[src/rtl/rtc_bus_responder_if.sv]
// Strobe bus between an RTC initiator (address/RD/WR sequencer) and the RTC device.
// The initiator drives the strobes and ad_in; the device returns ad_out with its drive enable.
interface rtc_bus_responder_if;
    logic       cs;
    logic       ad_sel;
    logic       wr;
    logic       rd;
    logic [7:0] ad_in;
    logic [7:0] ad_out;
    logic       ad_oe;

    modport master (
        output cs, ad_sel, wr, rd, ad_in,
        input  ad_out, ad_oe
    );

    modport slave (
        input  cs, ad_sel, wr, rd, ad_in,
        output ad_out, ad_oe
    );
endinterface

[src/rtl/rtc_bus_responder.sv]
// Device side of the RTC strobe bus: BCD timekeeping registers advanced once per second,
// with an address phase latch and data-phase register writes and reads.
module rtc_bus_responder #(
    parameter int unsigned TICK_DIV = 100000000
) (
    input  logic               clk,
    input  logic               reset,
    rtc_bus_responder_if.slave bus,
    output logic               tick
);

    localparam int unsigned CntW = (TICK_DIV > 1) ? $clog2(TICK_DIV) : 1;
    localparam logic [CntW-1:0] CntMax = CntW'(TICK_DIV - 1);

    localparam logic [7:0] AddrCtrl  = 8'h00;
    localparam logic [7:0] AddrSec   = 8'h21;
    localparam logic [7:0] AddrMin   = 8'h22;
    localparam logic [7:0] AddrHour  = 8'h23;
    localparam logic [7:0] AddrDate  = 8'h24;
    localparam logic [7:0] AddrMonth = 8'h25;
    localparam logic [7:0] AddrYear  = 8'h26;

    typedef enum logic [1:0] {
        StIdle,
        StAddrWr,
        StDataWr,
        StDataRd
    } state_e;

    // Units digit 9 (or above) rolls to 0 and carries into the tens digit.
    function automatic logic [7:0] bcd_inc(input logic [7:0] v);
        logic [3:0] units;
        logic [3:0] tens;
        units = v[3:0];
        tens  = v[7:4];
        if (units >= 4'd9) begin
            units = 4'd0;
            tens  = tens + 4'd1;
        end else begin
            units = units + 4'd1;
        end
        return {tens, units};
    endfunction

    logic [1:0] cs_sync_q, ad_sel_sync_q, wr_sync_q, rd_sync_q;
    logic       wr_prev_q, rd_prev_q;
    logic       cs_s, ad_sel_s, wr_s, rd_s;
    logic       wr_fall, rd_rise, rd_fall;

    state_e     state_q, state_d;
    logic [7:0] addr_q, addr_d;
    logic [7:0] ad_out_q;
    logic       ad_oe_q, ad_oe_d;
    logic       addr_we, data_we, rd_load, time_we;
    logic [7:0] rd_data;

    logic [7:0] sec_q, sec_d;
    logic [7:0] min_q, min_d;
    logic [7:0] hour_q, hour_d;
    logic [7:0] date_q, date_d;
    logic [7:0] month_q, month_d;
    logic [7:0] year_q, year_d;
    logic       halt_q, halt_d;

    logic [CntW-1:0] cnt_q, cnt_d;
    logic            pend_q, pend_d;
    logic            tick_q;
    logic            wrap, inc_apply;
    logic [7:0]      year_bin;
    logic            leap;
    logic [7:0]      date_max;

    assign cs_s     = cs_sync_q[1];
    assign ad_sel_s = ad_sel_sync_q[1];
    assign wr_s     = wr_sync_q[1];
    assign rd_s     = rd_sync_q[1];

    assign wr_fall = wr_prev_q & ~wr_s;
    assign rd_rise = rd_s & ~rd_prev_q;
    assign rd_fall = rd_prev_q & ~rd_s;

    assign bus.ad_out = ad_out_q;
    assign bus.ad_oe  = ad_oe_q;
    assign tick       = tick_q;

    // Bus sequencing; ADDR_WR/DATA_WR last one cycle and accept new strobes like IDLE.
    always_comb begin
        state_d = state_q;
        ad_oe_d = ad_oe_q;
        addr_we = 1'b0;
        data_we = 1'b0;
        rd_load = 1'b0;
        unique case (state_q)
            StIdle, StAddrWr, StDataWr: begin
                state_d = StIdle;
                if (cs_s && wr_fall) begin
                    if (ad_sel_s) begin
                        state_d = StAddrWr;
                        addr_we = 1'b1;
                    end else begin
                        state_d = StDataWr;
                        data_we = 1'b1;
                    end
                end else if (cs_s && !ad_sel_s && rd_rise) begin
                    state_d = StDataRd;
                    rd_load = 1'b1;
                    ad_oe_d = 1'b1;
                end
            end
            StDataRd: begin
                if (rd_fall || !cs_s) begin
                    state_d = StIdle;
                    ad_oe_d = 1'b0;
                end
            end
        endcase
    end

    always_comb begin
        rd_data = 8'h00;
        case (addr_q)
            AddrCtrl:  rd_data = {7'b0, halt_q};
            AddrSec:   rd_data = sec_q;
            AddrMin:   rd_data = min_q;
            AddrHour:  rd_data = hour_q;
            AddrDate:  rd_data = date_q;
            AddrMonth: rd_data = month_q;
            AddrYear:  rd_data = year_q;
            default:   rd_data = 8'h00;
        endcase
    end

    assign time_we = data_we && (addr_q >= AddrSec) && (addr_q <= AddrYear);

    assign year_bin = ({4'b0, year_q[7:4]} * 8'd10) + {4'b0, year_q[3:0]};
    assign leap     = (year_bin[1:0] == 2'b00);

    always_comb begin
        date_max = 8'h31;
        case (month_q)
            8'h04, 8'h06, 8'h09, 8'h11: date_max = 8'h30;
            8'h02:                      date_max = leap ? 8'h29 : 8'h28;
            default:                    date_max = 8'h31;
        endcase
    end

    // A write landing on the wrap cycle wins; the increment follows one clk later.
    assign wrap      = !halt_q && (cnt_q == CntMax);
    assign inc_apply = (wrap && !data_we) || pend_q;

    always_comb begin
        sec_d   = sec_q;
        min_d   = min_q;
        hour_d  = hour_q;
        date_d  = date_q;
        month_d = month_q;
        year_d  = year_q;
        halt_d  = halt_q;
        addr_d  = addr_q;
        pend_d  = wrap && data_we;

        if (time_we || wrap) begin
            cnt_d = '0;
        end else if (!halt_q) begin
            cnt_d = cnt_q + 1'b1;
        end else begin
            cnt_d = cnt_q;
        end

        if (inc_apply) begin
            if (sec_q >= 8'h59) begin
                sec_d = 8'h00;
                if (min_q >= 8'h59) begin
                    min_d = 8'h00;
                    if (hour_q >= 8'h23) begin
                        hour_d = 8'h00;
                        if (date_q >= date_max) begin
                            date_d = 8'h01;
                            if (month_q >= 8'h12) begin
                                month_d = 8'h01;
                                year_d  = (year_q >= 8'h99) ? 8'h00 : bcd_inc(year_q);
                            end else begin
                                month_d = bcd_inc(month_q);
                            end
                        end else begin
                            date_d = bcd_inc(date_q);
                        end
                    end else begin
                        hour_d = bcd_inc(hour_q);
                    end
                end else begin
                    min_d = bcd_inc(min_q);
                end
            end else begin
                sec_d = bcd_inc(sec_q);
            end
        end

        if (addr_we) begin
            addr_d = bus.ad_in;
        end

        if (data_we) begin
            case (addr_q)
                AddrCtrl:  halt_d  = bus.ad_in[0];
                AddrSec:   sec_d   = bus.ad_in;
                AddrMin:   min_d   = bus.ad_in;
                AddrHour:  hour_d  = bus.ad_in;
                AddrDate:  date_d  = bus.ad_in;
                AddrMonth: month_d = bus.ad_in;
                AddrYear:  year_d  = bus.ad_in;
                default:   ;
            endcase
        end
    end

    always_ff @(posedge clk or posedge reset) begin
        if (reset) begin
            cs_sync_q     <= 2'b00;
            ad_sel_sync_q <= 2'b00;
            wr_sync_q     <= 2'b00;
            rd_sync_q     <= 2'b00;
            wr_prev_q     <= 1'b0;
            rd_prev_q     <= 1'b0;
            state_q       <= StIdle;
            addr_q        <= 8'h00;
            ad_out_q      <= 8'h00;
            ad_oe_q       <= 1'b0;
            sec_q         <= 8'h00;
            min_q         <= 8'h00;
            hour_q        <= 8'h00;
            date_q        <= 8'h01;
            month_q       <= 8'h01;
            year_q        <= 8'h00;
            halt_q        <= 1'b0;
            cnt_q         <= '0;
            pend_q        <= 1'b0;
            tick_q        <= 1'b0;
        end else begin
            cs_sync_q     <= {cs_sync_q[0], bus.cs};
            ad_sel_sync_q <= {ad_sel_sync_q[0], bus.ad_sel};
            wr_sync_q     <= {wr_sync_q[0], bus.wr};
            rd_sync_q     <= {rd_sync_q[0], bus.rd};
            wr_prev_q     <= wr_s;
            rd_prev_q     <= rd_s;
            state_q       <= state_d;
            addr_q        <= addr_d;
            ad_oe_q       <= ad_oe_d;
            if (rd_load) begin
                ad_out_q <= rd_data;
            end
            sec_q         <= sec_d;
            min_q         <= min_d;
            hour_q        <= hour_d;
            date_q        <= date_d;
            month_q       <= month_d;
            year_q        <= year_d;
            halt_q        <= halt_d;
            cnt_q         <= cnt_d;
            pend_q        <= pend_d;
            tick_q        <= inc_apply;
        end
    end

endmodule

[src/flat_wrapper.sv]
// flat-port wrapper written by rule: the top's interface ports become plain ports
module rtc_bus_responder_flat 
#(
    parameter int unsigned TICK_DIV = 100000000
)
  (clk, reset, tick, bus_cs, bus_ad_sel, bus_wr, bus_rd, bus_ad_in, bus_ad_out, bus_ad_oe);
  rtc_bus_responder_if bus_i ();
  input  logic clk;
  input  logic reset;
  output logic tick;
  input wire logic [$bits(bus_i.cs)-1:0] bus_cs;
  input wire logic [$bits(bus_i.ad_sel)-1:0] bus_ad_sel;
  input wire logic [$bits(bus_i.wr)-1:0] bus_wr;
  input wire logic [$bits(bus_i.rd)-1:0] bus_rd;
  input wire logic [$bits(bus_i.ad_in)-1:0] bus_ad_in;
  output wire logic [$bits(bus_i.ad_out)-1:0] bus_ad_out;
  output wire logic [$bits(bus_i.ad_oe)-1:0] bus_ad_oe;
  assign bus_i.cs = bus_cs;
  assign bus_i.ad_sel = bus_ad_sel;
  assign bus_i.wr = bus_wr;
  assign bus_i.rd = bus_rd;
  assign bus_i.ad_in = bus_ad_in;
  assign bus_ad_out = bus_i.ad_out;
  assign bus_ad_oe = bus_i.ad_oe;
  rtc_bus_responder #(.TICK_DIV(TICK_DIV)) u_core (.clk(clk), .reset(reset), .bus(bus_i), .tick(tick));
endmodule
[config.mk]
export PLATFORM = sky130hd
export DESIGN_NAME = rtc_bus_responder_flat
export DESIGN_NICKNAME = d
export VERILOG_FILES = /design/src/rtl/rtc_bus_responder_if.sv /design/src/rtl/rtc_bus_responder.sv /design/src/flat_wrapper.sv
export SDC_FILE = /design/constraint.sdc
export NUM_CORES = 1
export LEC_CHECK = 0
export CORE_ASPECT_RATIO = 1.1
export CORE_MARGIN = 8
export CORE_UTILIZATION = 56
export CTS_CLUSTER_DIAMETER = 50
export DETAILED_ROUTE_END_ITERATION = 10
export PLACE_DENSITY = 0.86
export SLEW_MARGIN = 30
export SYNTH_ARGS = -nofsm -noshare
export SYNTH_HDL_FRONTEND = slang
export SYNTH_SLANG_ARGS = --single-unit
[constraint.sdc]
create_clock -name clk -period 3.4 [get_ports clk]
set_input_delay 0.68 -clock clk [delete_from_list [all_inputs] [get_ports clk]]
set_output_delay 0.68 -clock clk [all_outputs]
set_load 0.01 [all_outputs]
# Word level (Yosys, flattened, before mapping)
# Cells that the tools add are included.
[op_classes] n_addsub=14 multipliers=1 magnitude_cmp=14 n_eq_ne=19 n_mux=74 bitwise_logic=6 n_reduce_logical=22
[op_table] cell="two-way mux 8 bit" count=39
[op_table] cell="case mux 8 bit (7 select lines)" count=1
[op_table] cell="two-way mux 27 bit" count=2
[op_table] cell="adder 4 x 1 -> 4 bit (second input constant)" count=12
[op_table] cell="equality test 8 x 6 -> 1 bit (second input constant)" count=6
[op_table] cell="two-way mux 4 bit" count=12
[op_table] cell="adder 27 x 1 -> 27 bit (second input constant)" count=1
[op_table] cell="equality test 27 bit (second input constant)" count=1
[op_table] cell=">= comparator 4 bit (second input constant)" count=6
[op_table] cell="equality test 8 x 3 -> 1 bit (second input constant)" count=2
[op_table] cell=">= comparator 8 x 6 -> 1 bit (second input constant)" count=2
[op_table] cell=">= comparator 8 x 7 -> 1 bit (second input constant)" count=2
[op_table] cell="case mux 8 bit (2 select lines)" count=1
[op_table] cell="two-way mux 1 bit" count=13
[op_table] cell="equality test 8 x 2 -> 1 bit (second input constant)" count=1
[op_table] cell="equality test 8 x 4 -> 1 bit (second input constant)" count=1
[op_table] cell="equality test 8 x 5 -> 1 bit (second input constant)" count=1
[op_table] cell=">= comparator 8 x 5 -> 1 bit (second input constant)" count=1
[op_table] cell=">= comparator 8 bit" count=1
[op_table] cell=">= comparator 8 bit (second input constant)" count=1
[op_table] cell="<= comparator 8 x 6 -> 1 bit (second input constant)" count=1
[op_table] cell="logical AND 1 bit" count=8
[op_table] cell="logical NOT 8 bit" count=1
[op_table] cell="two-way mux 2 bit" count=4
[op_table] cell="other kinds (17)" count=30
[totals] ff_bits=107 input_bits=14 output_inout_bits=10 wordCells=170

# Depth between registers and ports, before layout
[depth] depth_word=13 depth_mapped=15 depth_no_buf=14

# Worst setup path before layout
# Ideal clock, no wire load.
[synth_path] path_kind="reg-to-reg" from="register u_core.month_q[0]" to="register u_core.date_q[6]" setup_time_ns=0.083 t_arrival_ns=2.993 t_required_ns=3.317 slack_ns=0.325 path_stages_with_launch=15 n_path_buf=0 period_less_slack_ns=3.075 cell_sequence="dfstp_2 > inv_1 > ha_1 > o211ai_1 > a21oi_1 > a31oi_1 > nor3_1 > nor2_1 > ha_1 > a2111oi_0 > o21ai_0 > nand2_1 > nor2_1 > or4_1 > a31oi_1"
[synth_between] elab_chain_cells=11 elab_cells_between_ends=15 classes_between="1 x order compare; 5 x eq/ne; 8 x mux; 1 x reduce/logical"
[synth_lines] item="from (decl)" line="rtc_bus_responder.sv:61" source="logic [7:0] month_q, month_d;"
[synth_lines] item="from (signal assigned)" line="rtc_bus_responder.sv:256" source="month_q <= month_d;"
[synth_lines] item="equality test 8 x 3 -> 1 bit (tied with other cells)" line="rtc_bus_responder.sv:140" source="case (month_q)"
[synth_lines] item="OR reduction 4 bit" line="rtc_bus_responder.sv:140"
[synth_lines] item="case mux 8 bit (2 select lines) *" line="rtc_bus_responder.sv:140"
[synth_lines] item=">= comparator 8 bit *" line="rtc_bus_responder.sv:177" source="if (date_q >= date_max) begin"
[synth_lines] item="two-way mux 8 bit *" line="rtc_bus_responder.sv:177"
[synth_lines] item="two-way mux 8 bit *" line="rtc_bus_responder.sv:175" source="if (hour_q >= 8'h23) begin"
[synth_lines] item="two-way mux 8 bit *" line="rtc_bus_responder.sv:173" source="if (min_q >= 8'h59) begin"
[synth_lines] item="two-way mux 8 bit *" line="rtc_bus_responder.sv:171" source="if (sec_q >= 8'h59) begin"
[synth_lines] item="two-way mux 8 bit *" line="rtc_bus_responder.sv:170" source="if (inc_apply) begin"
[synth_lines] item="two-way mux 8 bit" line="rtc_bus_responder.sv:204" source="case (addr_q)"
[synth_lines] item="two-way mux 8 bit *" line="rtc_bus_responder.sv:203" source="if (data_we) begin"
[synth_lines] item="named net u_core.date_d[6]" line="rtc_bus_responder.sv:60" source="logic [7:0] date_q, date_d;"
[synth_lines] item="to (signal assigned)" line="rtc_bus_responder.sv:255" source="date_q <= date_d;"
[synth_lines] item="to (decl)" line="rtc_bus_responder.sv:60"
# The timed path passes the listed nets; every way through them passes the cells marked *.
# A chain may end at the register's enable or synchronous reset.

# Worst setup path in the final report
[layout_path] from="register u_core.month_q[0]" to="register u_core.year_q[3]"
[layout_between] elab_chain_cells=11 elab_cells_between_ends=17 classes_between="2 x order compare; 5 x eq/ne; 9 x mux; 1 x reduce/logical"
[layout_lines] item="equality test 8 x 3 -> 1 bit (tied with other cells)" line="rtc_bus_responder.sv:140"
[layout_lines] item="OR reduction 4 bit" line="rtc_bus_responder.sv:140"
[layout_lines] item="case mux 8 bit (2 select lines)" line="rtc_bus_responder.sv:140"
[layout_lines] item=">= comparator 8 bit" line="rtc_bus_responder.sv:177"
[layout_lines] item="two-way mux 8 bit *" line="rtc_bus_responder.sv:177"
[layout_lines] item="two-way mux 8 bit *" line="rtc_bus_responder.sv:175"
[layout_lines] item="two-way mux 8 bit *" line="rtc_bus_responder.sv:173"
[layout_lines] item="two-way mux 8 bit *" line="rtc_bus_responder.sv:171"
[layout_lines] item="two-way mux 8 bit *" line="rtc_bus_responder.sv:170"
[layout_lines] item="two-way mux 8 bit" line="rtc_bus_responder.sv:204"
[layout_lines] item="two-way mux 8 bit *" line="rtc_bus_responder.sv:203"
[layout_lines] item="named net u_core.year_d[3]" line="rtc_bus_responder.sv:62" source="logic [7:0] year_q, year_d;"
[layout_lines] item="to (signal assigned)" line="rtc_bus_responder.sv:257" source="year_q <= year_d;"
[layout_lines] item="to (decl)" line="rtc_bus_responder.sv:62"
# Marks and branches as above.

==> flow_summary.json <==
{
  "drtAntennaViolNets": 0,
  "peakVddDrop_mv": 0.2919,
  "fin_crit_sh_pct": 95.85,
  "finalHoldViolCount": 0,
  "synth-xor-area-share_pct": 4.364,
  "dp_cells": 863,
  "multi_input_area_um2": 3553,
  "clock_skew_ns": 0.01039,
  "worst_slack_ns": 0.1410,
  "power.leakage_nw": 3.150,
  "synth_seq_cells": 107,
  "grt_pass1_vias": 5496,
  "final_cells": 885,
  "cap_viol_max_count": 0,
  "synth_cell_types": 74,
  "critPathMaxFanout": 5,
  "via_per_inst": 6.383,
  "grt_util_all_layers_pct": 22.56,
  "dp_hpwl_um": 11870,
  "synth_edf_count": 0,
  "synth_simple_gate_area_share_pct": 23.30,
  "synth_mux_area_share_pct": 3.585,
  "cts_inserted_buffers": 9,
  "synth_fp_nets": 742,
  "worst_setup_path_end_kind": "flop",
  "root_buffer": "clkbuf_16",
  "antenna_found_initial": 0,
  "hold_buffers": 0,
  "slew_headroom_pct": 44.85,
  "wire_per_inst_um": 19.14,
  "die_h_um": 128.3,
  "synth.avg_cell_area_um2": 9.268,
  "gp_congestion": 0.9567,
  "cts-htree-levels": 3,
  "synth_seq_area_share_pct": 41.73,
  "power_density_nw_per_um2": 415.0,
  "yosys.area.top_type": "dfrtp_1",
  "grt_first_pass_wirelength_um": 27890,
  "port_buffers": 23,
  "initial_core_util_pct": 56.65,
  "drive_above_1_share_pct": 11.56,
  "setup_viol": 0,
  "synth_ff_type": "dfrtp_1",
  "num_vias": 5649,
  "ios": 24,
  "max_freq_ghz": 0.3068,
  "tightestPinTransition_ns": 0.8255,
  "clkTransAtPathRegs_ns": 0.08,
  "rsz0062_at_grt": "yes",
  "rows": 41,
  "nNetsFinal": 779,
  "place_ws_ns": 0.05304,
  "die_w_um": 118.1,
  "synth_area_leaders": "dfrtp_1 (41%), ha_1 (6.8%), nor2_1 (4.4%)",
  "die_area_um2": 15160,
  "whs_ns": 0.3527,
  "required_ns": 3.64,
  "netlist_area_um2": 6422,
  "n_fill_cell": 865,
  "startpoint_type": "flop",
  "synth_cells": 693,
  "status": "complete, no violations",
  "clock_latency_ns": 0.36,
  "clockBufferDepth": 2,
  "yosysWarnings": 0,
  "regArea_um2": 2680,
  "critPathKind": "reg -> reg",
  "grt_overflow": 0,
  "cts.sinks": 107,
  "grt_max_degree": 38,
  "yosys.area_share.adder_pct": 6.819,
  "drc": 0,
  "wirelength_um": 16940,
  "synth_top_area_share_pct": 40.91,
  "drt_pre_antenna_iters": 5,
  "synthArstFlopShare_pct": 100.0,
  "cts_tree": "done",
  "post-route-min-period_ns": 3.259,
  "area_delta_synth_final_pct": 13.62,
  "synth_top_family_by_area": "simple AND/OR/NAND/NOR gates",
  "synth_compound_area_share_pct": 16.56,
  "core_area_um2": 11340,
  "finalPower_w": 0.003028,
  "critPathArrivalTime_ns": 3.50,
  "finalMaxSlewViolations": 0,
  "min_path_type": "reg -> reg",
  "n_antenna_cell": 0,
  "drt-initial-drc-count": 505
}
cells by family (layout without fill, tap and decap cells):
logic type | count (synthesis) | after routing
buffers and inverters | 53 | 94
multiplexers | 21 | 21
AND/OR/NAND/NOR | 285 | 286
AO/OA/AOI/OAI | 160 | 160
XOR/XNOR | 32 | 32
adder cells (fa/ha/maj) | 35 | 35
flip-flops | 107 | 107
Yosys cell counts (all sizes together), types with 7 or more instances:
cell type and n:
nor3b 9, clkbuf 12, nor2b 13, nor2 76, nand4 10, o21ai 39
xnor2 19, nand3 32, nand2 68, ha 35, a22oi 11, and2 7
xor2 13, inv 28, mux2 16, nor3 21, dfrtp 105, a31oi 21
a21oi 30, o22ai 10, buf 13
cell type report:
type,count,area share [%]
Clock buffer,10,3.275
Clock inverter,6,0.9088
Inverter,28,1.492
Multi-Input combinational cell,534,48.70
Sequential cell,107,36.73
Tap cell,150,2.572
Timing Repair Buffer,50,6.327
report_power, final:
part	internal, W	switching [W]
clock network	0.000542	0.000530
logic	0.000196	0.000228
registers	0.00137	0.000164
sequential cells by signal, indices dropped and copies added (netlist names):
register,cells
u_core.cnt_q,27
u_core.min_q,8
u_core.date_q,8
u_core.addr_q,8
u_core.rd_prev_q,1
u_core.wr_sync_q,2
u_core.tick,1
u_core.wr_prev_q,1
u_core.state_q,2
u_core.month_q,8
u_core.bus.ad_oe,1
u_core.bus.ad_out,8
u_core.year_q,8
u_core.hour_q,8
u_core.pend_q,1
u_core.sec_q,8
u_core.ad_sel_sync_q,2
u_core.halt_q,1
u_core.rd_sync_q,2
u_core.cs_sync_q,2
cells in the final DEF, fill, tap and decap left out, types with 4 or more instances in the layout:
| cell type | Yosys | routed |
|---|---|---|
| a21o_1 | 6 | 6 |
| nor2_1 | 76 | 76 |
| dfrtp_1 | 105 | 105 |
| o22ai_1 | 10 | 10 |
| nand2b_1 | 6 | 6 |
| a22oi_1 | 11 | 11 |
| nand4b_1 | 4 | 4 |
| inv_1 | 28 | 27 |
| xnor2_1 | 19 | 19 |
| o21ai_0 | 36 | 35 |
| nor2b_1 | 13 | 13 |
| o31ai_1 | 6 | 6 |
| nand2_1 | 68 | 68 |
| a221oi_1 | 6 | 5 |
| a31oi_1 | 20 | 20 |
| or4_1 | 5 | 5 |
| nor3_1 | 19 | 18 |
| and3_1 | 6 | 6 |
| mux2i_1 | 5 | 5 |
| nand4_1 | 9 | 9 |
| buf_4 | 1 | 24 |
| mux2_2 | 16 | 16 |
| and2_1 | 7 | 7 |
| nand3_1 | 32 | 32 |
| clkdlybuf4s50_1 | 0 | 23 |
| a22o_1 | 4 | 4 |
| clkbuf_16 | 0 | 9 |
| nor3b_1 | 9 | 9 |
| o2bb2ai_1 | 4 | 4 |
| xor2_1 | 13 | 13 |
| a21oi_1 | 29 | 29 |
| ha_1 | 35 | 35 |
metrics by stage:
| step | util, % | area (um2) | setup TNS (ns) |
|---|---|---|---|
| after global placement | 60.91 | 6905 | -0.04822 |
| after global routing | 64.36 | 7297 | -0.02094 |
| after detailed placement | 60.95 | 6910 | 0 |
| after floorplan | - | 6426 | 0 |
| final | 64.36 | 7297 | 0 |
| after CTS | 63.85 | 7238 | 0 |
metal layers:
layer	routed length, um	global-route usage, %	up-vias
met4	597	13.05	0
met2	8096	36.77	267
met5	0	0	-
met3	1284	2.819	46
li1	-	-	2585
met1	6963	28.57	2751
path summary, 6_finish.rpt:
kind | from | end | slack, ns | cells past startpoint
setup / recovery | u_core.month_q[0]$_DFF_PP1_ | u_core.year_q[3]$_DFF_PP0_ | 0.14 | 16
hold / removal | u_core.cs_sync_q[0]$_DFF_PP0_ | u_core.cs_sync_q[1]$_DFF_PP0_ | 0.35 | 0
setup reg to reg | u_core.month_q[0]$_DFF_PP1_ | u_core.year_q[3]$_DFF_PP0_ | 0.14 | 16
hold reg to reg | u_core.cs_sync_q[0]$_DFF_PP0_ | u_core.cs_sync_q[1]$_DFF_PP0_ | 0.35 | 0
max in group asynchronous | reset | u_core.month_q[0]$_DFF_PP1_ | 1.86 | 3
min in group asynchronous | reset | u_core.sec_q[0]$_DFF_PP0_ | 0.83 | 2
worst max-delay path, cell delays in order, from the launching register on:
cell       delay [ns]
dfstp_2          0.55
inv_1            0.06
ha_1             0.21
o211ai_1         0.21
a21oi_1          0.10
a31oi_1          0.16
nor3_1           0.08
nor2_1           0.12
ha_1             0.26
a2111oi_2        0.29
o21ai_1          0.13
nand3_1          0.16
buf_6            0.16
nor4_4           0.07
buf_4            0.19
a41o_1           0.23
a22o_1           0.17
timing repair:
item / in CTS / in global routing
cloned: 0 / 1
setup buffers: 3 / 2
pin swaps: 0 / 5
resized for setup: 0 / 7
setup endpoints to repair: 2 / 16
Note: power is estimated with default switching activity, not from simulation.
